**config.mk**
```make
export PLATFORM = sky130hd
export DESIGN_NAME = led_refresh_flat
export DESIGN_NICKNAME = d
export VERILOG_FILES = /design/src/rtl/led_pkg.sv /design/src/rtl/led_refresh_if.sv /design/src/rtl/led_blink_tmr.sv /design/src/rtl/led_refresh.sv /design/src/flat_wrapper.sv
export SDC_FILE = /design/constraint.sdc
export NUM_CORES = 1
export LEC_CHECK = 0
export BUFFER_PORTS_ARGS = -buffer_cell sky130_fd_sc_hd__clkbuf_2
export CORE_ASPECT_RATIO = 0.7
export CORE_MARGIN = 3
export CORE_UTILIZATION = 40
export CTS_CLUSTER_DIAMETER = 200
export DETAILED_ROUTE_END_ITERATION = 10
export MAX_ROUTING_LAYER = met4
export PLACE_DENSITY_LB_ADDON = 0.08
export SYNTH_ARGS = -nofsm -noshare
export SYNTH_HDL_FRONTEND = slang
export SYNTH_SLANG_ARGS = --single-unit
export TNS_END_PERCENT = 5
```
**constraint.sdc**
```tcl
create_clock -name clk -period 2.5 [get_ports clk]
set_input_delay 0.125 -clock clk [delete_from_list [all_inputs] [get_ports clk]]
set_output_delay 0.125 -clock clk [all_outputs]
set_load 0.01 [all_outputs]
```
**src/rtl/led_pkg.sv**
```systemverilog
// Shared types and constants for the LED frame sequencer.
// Byte/address widths and the shifter's per-byte cost are fixed by the 74HC595 chain driver.
package led_pkg;

  localparam int unsigned BYTE_W     = 8;
  localparam int unsigned ADDR_W     = 4;
  localparam int unsigned SFT_CYCLES = 64;

  typedef enum logic [2:0] {
    IDLE   = 3'd0,
    LOAD   = 3'd1,
    WAIT   = 3'd2,
    SETTLE = 3'd3,
    LATCH  = 3'd4
  } state_t;

endpackage

```
**src/rtl/led_refresh_if.sv**
```systemverilog
// Shadow-write bus from the register bank plus the byte handshake to the LED shifter.
// master drives writes and shift-complete; slave is the frame sequencer.
interface led_refresh_if;
  import led_pkg::*;

  logic              wr_en;
  logic              wr_sel;
  logic [ADDR_W-1:0] wr_addr;
  logic [BYTE_W-1:0] wr_data;
  logic              sft_vld;
  logic [BYTE_W-1:0] sft_din;
  logic              sft_done;
  logic              sft_stcp;

  modport master (
    output wr_en, wr_sel, wr_addr, wr_data, sft_done,
    input  sft_vld, sft_din, sft_stcp
  );

  modport slave (
    input  wr_en, wr_sel, wr_addr, wr_data, sft_done,
    output sft_vld, sft_din, sft_stcp
  );

endinterface

```
**src/rtl/led_blink_tmr.sv**
```systemverilog
// Blink prescaler: counts BLINK_DIV clocks per half-period, flips phase at the wrap
// and raises toggle for the one cycle in which the new phase first appears.
module led_blink_tmr #(
  parameter int unsigned BLINK_DIV = 12_500_000
) (
  input  logic clk,
  input  logic rst,
  output logic phase,
  output logic toggle
);

  localparam int unsigned CNT_W = (BLINK_DIV > 1) ? $clog2(BLINK_DIV) : 1;
  localparam logic [CNT_W-1:0] CNT_MAX = CNT_W'(BLINK_DIV - 1);

  logic [CNT_W-1:0] cnt_r;
  logic             phase_r;
  logic             toggle_r;

  // Prescaler count, phase flip and toggle pulse.
  always_ff @(posedge clk) begin
    if (rst) begin
      cnt_r    <= {CNT_W{1'b0}};
      phase_r  <= 1'b0;
      toggle_r <= 1'b0;
    end else if (cnt_r == CNT_MAX) begin
      cnt_r    <= {CNT_W{1'b0}};
      phase_r  <= ~phase_r;
      toggle_r <= 1'b1;
    end else begin
      cnt_r    <= cnt_r + CNT_W'(1'b1);
      toggle_r <= 1'b0;
    end
  end

  assign phase  = phase_r;
  assign toggle = toggle_r;

endmodule

```
**src/rtl/led_refresh.sv**
```systemverilog
// Frame sequencer for a chain of 74HC595 LED drivers: keeps shadow LED/blink bytes,
// streams them highest index first to the shifter and then pulses the storage clock.
module led_refresh
  import led_pkg::*;
#(
  parameter int unsigned NUM_BYTES  = 4,
  parameter int unsigned BLINK_DIV  = 24'd12_500_000,
  parameter int unsigned STCP_WIDTH = 4
) (
  input  logic          clk,
  input  logic          rst,
  led_refresh_if.slave  bus,
  output logic          busy
);

  localparam int unsigned STCP_CW = (STCP_WIDTH > 1) ? $clog2(STCP_WIDTH) : 1;
  localparam logic [STCP_CW-1:0] STCP_LAST  = STCP_CW'(STCP_WIDTH - 1);
  localparam logic [ADDR_W-1:0]  IDX_TOP    = ADDR_W'(NUM_BYTES - 1);
  localparam logic [ADDR_W:0]    ADDR_LIMIT = (ADDR_W + 1)'(NUM_BYTES);

  logic [BYTE_W-1:0]  led_r   [NUM_BYTES];
  logic [BYTE_W-1:0]  blink_r [NUM_BYTES];
  state_t             state_r, state_s;
  logic [ADDR_W-1:0]  idx_r, idx_s;
  logic [STCP_CW-1:0] stcp_cnt_r, stcp_cnt_s;
  logic               dirty_r;
  logic               phase_s, toggle_s;
  logic               wr_ok_s, blink_any_s;
  logic [BYTE_W-1:0]  cur_byte_s;

  led_blink_tmr #(.BLINK_DIV(BLINK_DIV)) u_blink_tmr (
    .clk    (clk),
    .rst    (rst),
    .phase  (phase_s),
    .toggle (toggle_s)
  );

  // Addresses beyond the chain are dropped entirely, including their dirty effect.
  assign wr_ok_s = bus.wr_en && ({1'b0, bus.wr_addr} < ADDR_LIMIT);

  // Shadow LED and blink-mask byte storage.
  always_ff @(posedge clk) begin
    if (rst) begin
      for (int i = 0; i < int'(NUM_BYTES); i++) begin
        led_r[i]   <= 8'h00;
        blink_r[i] <= 8'h00;
      end
    end else begin
      for (int i = 0; i < int'(NUM_BYTES); i++) begin
        if (wr_ok_s && (bus.wr_addr == ADDR_W'(i))) begin
          if (bus.wr_sel) begin
            blink_r[i] <= bus.wr_data;
          end else begin
            led_r[i] <= bus.wr_data;
          end
        end
      end
    end
  end

  // Live byte select with blink masking, plus any-blink detect.
  always_comb begin
    cur_byte_s  = {BYTE_W{1'b0}};
    blink_any_s = 1'b0;
    for (int i = 0; i < int'(NUM_BYTES); i++) begin
      blink_any_s = blink_any_s | (blink_r[i] != 8'h00);
      cur_byte_s  = (idx_r == ADDR_W'(i)) ? (led_r[i] & ~(blink_r[i] & {BYTE_W{phase_s}}))
                                          : cur_byte_s;
    end
  end

  // Refresh request: set wins over the IDLE consume so a racing write is never lost.
  always_ff @(posedge clk) begin
    if (rst) begin
      dirty_r <= 1'b1;
    end else if (wr_ok_s || (toggle_s && blink_any_s)) begin
      dirty_r <= 1'b1;
    end else if (state_r == IDLE) begin
      dirty_r <= 1'b0;
    end else begin
      dirty_r <= dirty_r;
    end
  end

  // Sequencer state registers.
  always_ff @(posedge clk) begin
    if (rst) begin
      state_r    <= IDLE;
      idx_r      <= {ADDR_W{1'b0}};
      stcp_cnt_r <= {STCP_CW{1'b0}};
    end else begin
      state_r    <= state_s;
      idx_r      <= idx_s;
      stcp_cnt_r <= stcp_cnt_s;
    end
  end

  // Sequencer next-state logic.
  always_comb begin
    state_s    = state_r;
    idx_s      = idx_r;
    stcp_cnt_s = stcp_cnt_r;
    case (state_r)
      IDLE: begin
        if (dirty_r) begin
          idx_s   = IDX_TOP;
          state_s = LOAD;
        end else begin
          state_s = IDLE;
        end
      end
      LOAD: state_s = WAIT;
      WAIT: begin
        if (bus.sft_done) begin
          if (idx_r == {ADDR_W{1'b0}}) begin
            state_s = SETTLE;
          end else begin
            idx_s   = idx_r - ADDR_W'(1'b1);
            state_s = LOAD;
          end
        end else begin
          state_s = WAIT;
        end
      end
      // One quiet cycle so stcp never rises with the final shift clock edge.
      SETTLE: begin
        stcp_cnt_s = {STCP_CW{1'b0}};
        state_s    = LATCH;
      end
      LATCH: begin
        if (stcp_cnt_r == STCP_LAST) begin
          state_s = IDLE;
        end else begin
          stcp_cnt_s = stcp_cnt_r + STCP_CW'(1'b1);
          state_s    = LATCH;
        end
      end
      default: state_s = IDLE;
    endcase
  end

  // Outputs decode registered state only; din reflects shadow registers at LOAD.
  assign bus.sft_vld  = (state_r == LOAD);
  assign bus.sft_din  = (state_r == LOAD) ? cur_byte_s : 8'h00;
  assign bus.sft_stcp = (state_r == LATCH);
  assign busy         = (state_r != IDLE);

endmodule
```
**src/flat_wrapper.sv**
```systemverilog
// flat-port wrapper written by rule: the top's interface ports become plain ports
module led_refresh_flat import led_pkg::*;
#(
  parameter int unsigned NUM_BYTES  = 4,
  parameter int unsigned BLINK_DIV  = 24'd12_500_000,
  parameter int unsigned STCP_WIDTH = 4
)
  (clk, rst, busy, bus_wr_en, bus_wr_sel, bus_wr_addr, bus_wr_data, bus_sft_done, bus_sft_vld, bus_sft_din, bus_sft_stcp);
  led_refresh_if bus_i ();
  input  logic clk;
  input  logic rst;
  output logic busy;
  input wire logic [$bits(bus_i.wr_en)-1:0] bus_wr_en;
  input wire logic [$bits(bus_i.wr_sel)-1:0] bus_wr_sel;
  input wire logic [$bits(bus_i.wr_addr)-1:0] bus_wr_addr;
  input wire logic [$bits(bus_i.wr_data)-1:0] bus_wr_data;
  input wire logic [$bits(bus_i.sft_done)-1:0] bus_sft_done;
  output wire logic [$bits(bus_i.sft_vld)-1:0] bus_sft_vld;
  output wire logic [$bits(bus_i.sft_din)-1:0] bus_sft_din;
  output wire logic [$bits(bus_i.sft_stcp)-1:0] bus_sft_stcp;
  assign bus_i.wr_en = bus_wr_en;
  assign bus_i.wr_sel = bus_wr_sel;
  assign bus_i.wr_addr = bus_wr_addr;
  assign bus_i.wr_data = bus_wr_data;
  assign bus_i.sft_done = bus_sft_done;
  assign bus_sft_vld = bus_i.sft_vld;
  assign bus_sft_din = bus_i.sft_din;
  assign bus_sft_stcp = bus_i.sft_stcp;
  led_refresh #(.NUM_BYTES(NUM_BYTES), .BLINK_DIV(BLINK_DIV), .STCP_WIDTH(STCP_WIDTH)) u_core (.clk(clk), .rst(rst), .bus(bus_i), .busy(busy));
endmodule
```
==> results_tabular.tex <==
\begin{tabular}{lr}
\hline
Metric & Value \\
\hline
\multicolumn{2}{l}{\textbf{Synth}} \\
Simple-gate share of the synthesized area & 27.9\% \\
Portion of netlist area occupied by mux cells & 0.631\% \\
Post-synth net total & 482 \\
Cell variety after synth & 42 \\
Average cell area after synthesis & 10.4 sq um \\
Adder-cell share of the synthesized area & 1.84\% \\
Dominant combinational cell family by area after synthesis & simple AND/OR/NAND/NOR gates \\
Seq/Total Area, Yosys & 55.6\% \\
Post-Synth XOR/XNOR Area & 2.58\% \\
Warning count from the yosys run & 0 \\
Total standard cell area after synthesis & 4760 sq um \\
Area fraction in compound gates after synthesis & 9.39\% \\
Post-synthesis sequential element count & 100 \\
Number of instances in the synthesized netlist & 458 \\
\multicolumn{2}{l}{\textbf{Global route}} \\
Wire length of the first global-routing pass & 20.5 mm \\
Largest net degree at the start of global routing & 32 \\
Tot GR Track Use & 21.4\% \\
Grt total ovfl & 0 \\
Initial antenna violation count & 2 \\
Vias in the first global route & 3,292 \\
\multicolumn{2}{l}{\textbf{Placement}} \\
PortBufs & 27 \\
DP Worst Slack & 440 ps \\
Routability congestion estimate & 0.893 \\
Total half-perimeter wirelength after legalization and detailed placement & 9.75 mm \\
\multicolumn{2}{l}{\textbf{Timing}} \\
Final worst path period need & 2340 ps \\
Worst slew margin relative to its limit & 60.1\% \\
Worst clock skew & 6.69 ps \\
Number of pins with negative max-slew slack in the final report & 0 \\
Final worst path period share & 93.5\% \\
Highest achievable clock rate & 0.428 GHz \\
Number of hold-slack violations in the final timing report & 0 \\
Setup-violating endpoint count in the final report & 0 \\
Post-layout worst setup margin & 161 ps \\
Setup repair after global routing missed its margin & false \\
Transition at the pin with the smallest max-transition slack & 597 ps \\
Setup Total Neg Slack & 0 ps \\
\multicolumn{2}{l}{\textbf{Floorplanning}} \\
Core box area & 11,300 sq um \\
DIE WIDTH & 136 um \\
Die H & 97.2 um \\
Std-Cell Rows & 32 \\
Die area & 13,300 sq um \\
Initial core utilization & 42.1\% \\
Number of top-level pins & 28 \\
\multicolumn{2}{l}{\textbf{Worst setup path}} \\
Worst path required time & 2380 ps \\
Start point of the critical path & u\_core.idx\_r[1] \\
Maximum fanout along the worst path & 8 \\
Crit Path Class & flop to output port \\
CP endpoint kind & output port \\
Critical Path, Cell by Cell & inv\_1 -> ha\_1 -> nor4b\_2 -> buf\_4 -> nand3\_1 -> a211o\_1 -> a21boi\_1 -> clkbuf\_2 \\
CP Launch Type & flop \\
Combined buffer and inverter count along the critical path & 3 \\
Critical path arrival & 2210 ps \\
Max stage delay on crit path & 380 ps \\
Startpoint of the lowest-slack register-to-register path & u\_core.idx\_r[0] \\
Delay-heaviest family, CP & compound AO/OA/AOI/OAI gates \\
Cell with the largest stage delay on the worst path & sky130\_fd\_sc\_hd\_\_dfxtp\_1 \\
\multicolumn{2}{l}{\textbf{CTS}} \\
Clock tree from TritonCTS & yes \\
Buffer cell driving the clock tree root & sky130\_fd\_sc\_hd\_\_clkbuf\_16 \\
Number of levels in the clock H-tree & 3 \\
Later-pin clock latency in the skew report & 350 ps \\
Total CTS buffers & 9 \\
Clock edge transition at the registers on the reported setup and hold paths & 70 ps \\
Clock Sink Count & 100 \\
Largest buffer count on any clock path & 2 \\
CTS Hold Bufs & 0 \\
\multicolumn{2}{l}{\textbf{Drt}} \\
Iteration count of the initial detailed-routing pass & 5 \\
Via-to-Cell Ratio & 5.65 \\
Initial drt markers & 394 \\
Detailed-route via count & 3,681 \\
Total length of routed wires & 13.2 mm \\
Number of remaining DRC errors & 0 \\
Wirelength per Cell & 20.2 um \\
DRT antenna net count & 0 \\
\multicolumn{2}{l}{\textbf{Layout}} \\
Number of antenna repair diodes & 0 \\
Share of final-layout standard cells stronger than drive strength 1 & 13.9\% \\
Commonest cells after routing, fill and taps aside & sky130\_fd\_sc\_hd\_\_and2\_1 (64), sky130\_fd\_sc\_hd\_\_edfxtp\_1 (64), sky130\_fd\_sc\_hd\_\_nand2\_1 (50) \\
Growth of design area from synthesis to finish & 14.2\% \\
Final-stage net count & 517 \\
\multicolumn{2}{l}{\textbf{Status}} \\
Run status & completed \\
\multicolumn{2}{l}{\textbf{Pwr}} \\
Maximum vdd drop & 0.000372 V \\
Leakage dissipation & 1.87 nW \\
Power per cell area & 708 nW/um\^{}2 \\
\multicolumn{2}{l}{\textbf{Worst hold path}} \\
Worst hold path startpoint & bus\_sft\_done \\
Min-delay worst type & input port to flop \\
\multicolumn{2}{l}{\textbf{Job}} \\
Max-capacitance violation count & 0 \\
\hline
\end{tabular}
==> metal layers <==
layer | track usage, % | routed length, um | vias to the layer above
met5 | - | 0 | -
met4 | 5.65 | 204 | 0
met3 | 6.06 | 1120 | 18
met2 | 23.9 | 4910 | 128
met1 | 35.8 | 6930 | 1795
li1 | - | - | 1740
==> metrics by stage <==
stage	area [sq um]	hold WS, ps	util, %	cells	power, mW
5_1_grt	5430	159	48.1	651	4.01
2_1_floorplan	4760	323	-	458	2.25
3_5_place_dp	5140	476	45.5	635	2.49
3_3_place_gp	5140	459	45.5	635	2.49
6_report	5430	121	48.1	651	3.85
4_1_cts	5430	116	48.0	651	3.87
==> power by group <==
group          switching (mW)  leakage [nW]  internal, mW
clock                   0.610         0.134         0.777
sequential             0.0885         0.902          1.84
combinational           0.307         0.833         0.225
==> state kept, by name, indices dropped and copies added (netlist names) <==
register / cells
u_core.stcp_cnt_r: 2
u_core.state_r: 3
u_core.idx_r: 4
u_core.dirty_r: 1
u_core.u_blink_tmr.phase: 1
u_core.u_blink_tmr.toggle: 1
u_core.blink_r: 32
u_core.u_blink_tmr.cnt_r: 24
u_core.led_r: 32
==> synth_stat cells <==
library cell | number | share of area, %
sky130_fd_sc_hd__a211o_1 | 8 | 1.5
sky130_fd_sc_hd__a211oi_1 | 4 | 0.63
sky130_fd_sc_hd__a21boi_0 | 8 | 1.3
sky130_fd_sc_hd__a21oi_1 | 18 | 1.9
sky130_fd_sc_hd__a31oi_1 | 9 | 1.2
sky130_fd_sc_hd__and2_1 | 64 | 8.4
sky130_fd_sc_hd__and3_2 | 1 | 0.16
sky130_fd_sc_hd__and4_1 | 2 | 0.37
sky130_fd_sc_hd__buf_2 | 1 | 0.11
sky130_fd_sc_hd__buf_4 | 1 | 0.16
sky130_fd_sc_hd__clkbuf_1 | 17 | 1.3
sky130_fd_sc_hd__dfxtp_1 | 36 | 15
sky130_fd_sc_hd__edfxtp_1 | 64 | 40
sky130_fd_sc_hd__ha_1 | 7 | 1.8
sky130_fd_sc_hd__inv_1 | 6 | 0.47
sky130_fd_sc_hd__mux2i_1 | 3 | 0.63
sky130_fd_sc_hd__nand2_1 | 50 | 3.9
sky130_fd_sc_hd__nand2b_1 | 4 | 0.53
sky130_fd_sc_hd__nand3_1 | 27 | 2.8
sky130_fd_sc_hd__nand3b_1 | 1 | 0.16
sky130_fd_sc_hd__nand4_1 | 8 | 1.1
sky130_fd_sc_hd__nand4_2 | 2 | 0.53
sky130_fd_sc_hd__nor2_1 | 30 | 2.4
sky130_fd_sc_hd__nor3_1 | 6 | 0.63
sky130_fd_sc_hd__nor3_2 | 1 | 0.21
sky130_fd_sc_hd__nor3b_1 | 6 | 0.95
sky130_fd_sc_hd__nor4_1 | 12 | 1.6
sky130_fd_sc_hd__nor4b_1 | 3 | 0.55
sky130_fd_sc_hd__nor4b_2 | 1 | 0.32
sky130_fd_sc_hd__o211ai_1 | 1 | 0.16
sky130_fd_sc_hd__o21a_1 | 1 | 0.16
sky130_fd_sc_hd__o21ai_0 | 11 | 1.2
sky130_fd_sc_hd__o21ai_2 | 1 | 0.18
sky130_fd_sc_hd__o31ai_1 | 7 | 1.1
sky130_fd_sc_hd__o41ai_1 | 1 | 0.18
sky130_fd_sc_hd__or3_1 | 11 | 1.4
sky130_fd_sc_hd__or3_2 | 1 | 0.16
sky130_fd_sc_hd__or3b_2 | 3 | 0.55
sky130_fd_sc_hd__or4_1 | 6 | 0.95
sky130_fd_sc_hd__or4b_2 | 1 | 0.21
sky130_fd_sc_hd__xnor2_1 | 7 | 1.3
sky130_fd_sc_hd__xor2_1 | 7 | 1.3
==> timing repair <==
action | in CTS | in global routing
endpoints found under the setup margin | 0 | 3
buffers inserted | 0 | 0
gates resized for setup | 0 | 2
==> cells by family (layout without fill, tap and decap cells) <==
logic type | after synthesis | after routing
flip-flops | 100 | 100
buffers and inverters | 25 | 65
XOR/XNOR | 14 | 14
adder cells (fa/ha/maj) | 7 | 7
AND/OR/NAND/NOR | 240 | 240
AO/OA/AOI/OAI | 69 | 69
multiplexers | 3 | 3
==> path summary, 6_finish.rpt <==
kind / slack [ps] / endpoint / depth (start not counted)
max: 160 / bus_sft_din[5] / 8
min: 120 / u_core.state_r[1] / 4
max reg2reg: 390 / u_core.idx_r[0] / 6
min reg2reg: 490 / u_core.u_blink_tmr.cnt_r[0] / 1
==> final cells by class <==
cell class	count	area, sq um
Fill cell	1069	5860
Sequential cell	100	2640
Multi-Input combinational cell	333	2030
Timing Repair Buffer	43	255
Clock buffer	12	236
Tap cell	153	191
Clock inverter	4	50.0
Inverter	6	22.5
==> worst reg2reg max path, stage by stage, from the launching register on <==
cell and delay, ps:
sky130_fd_sc_hd__dfxtp_1 350, sky130_fd_sc_hd__inv_1 130, sky130_fd_sc_hd__ha_1 190, sky130_fd_sc_hd__or3b_2 470
sky130_fd_sc_hd__a31oi_1 490, sky130_fd_sc_hd__nor2_1 120, sky130_fd_sc_hd__a211oi_1 260
No activity file was read; power rests on OpenSTA's default activity.
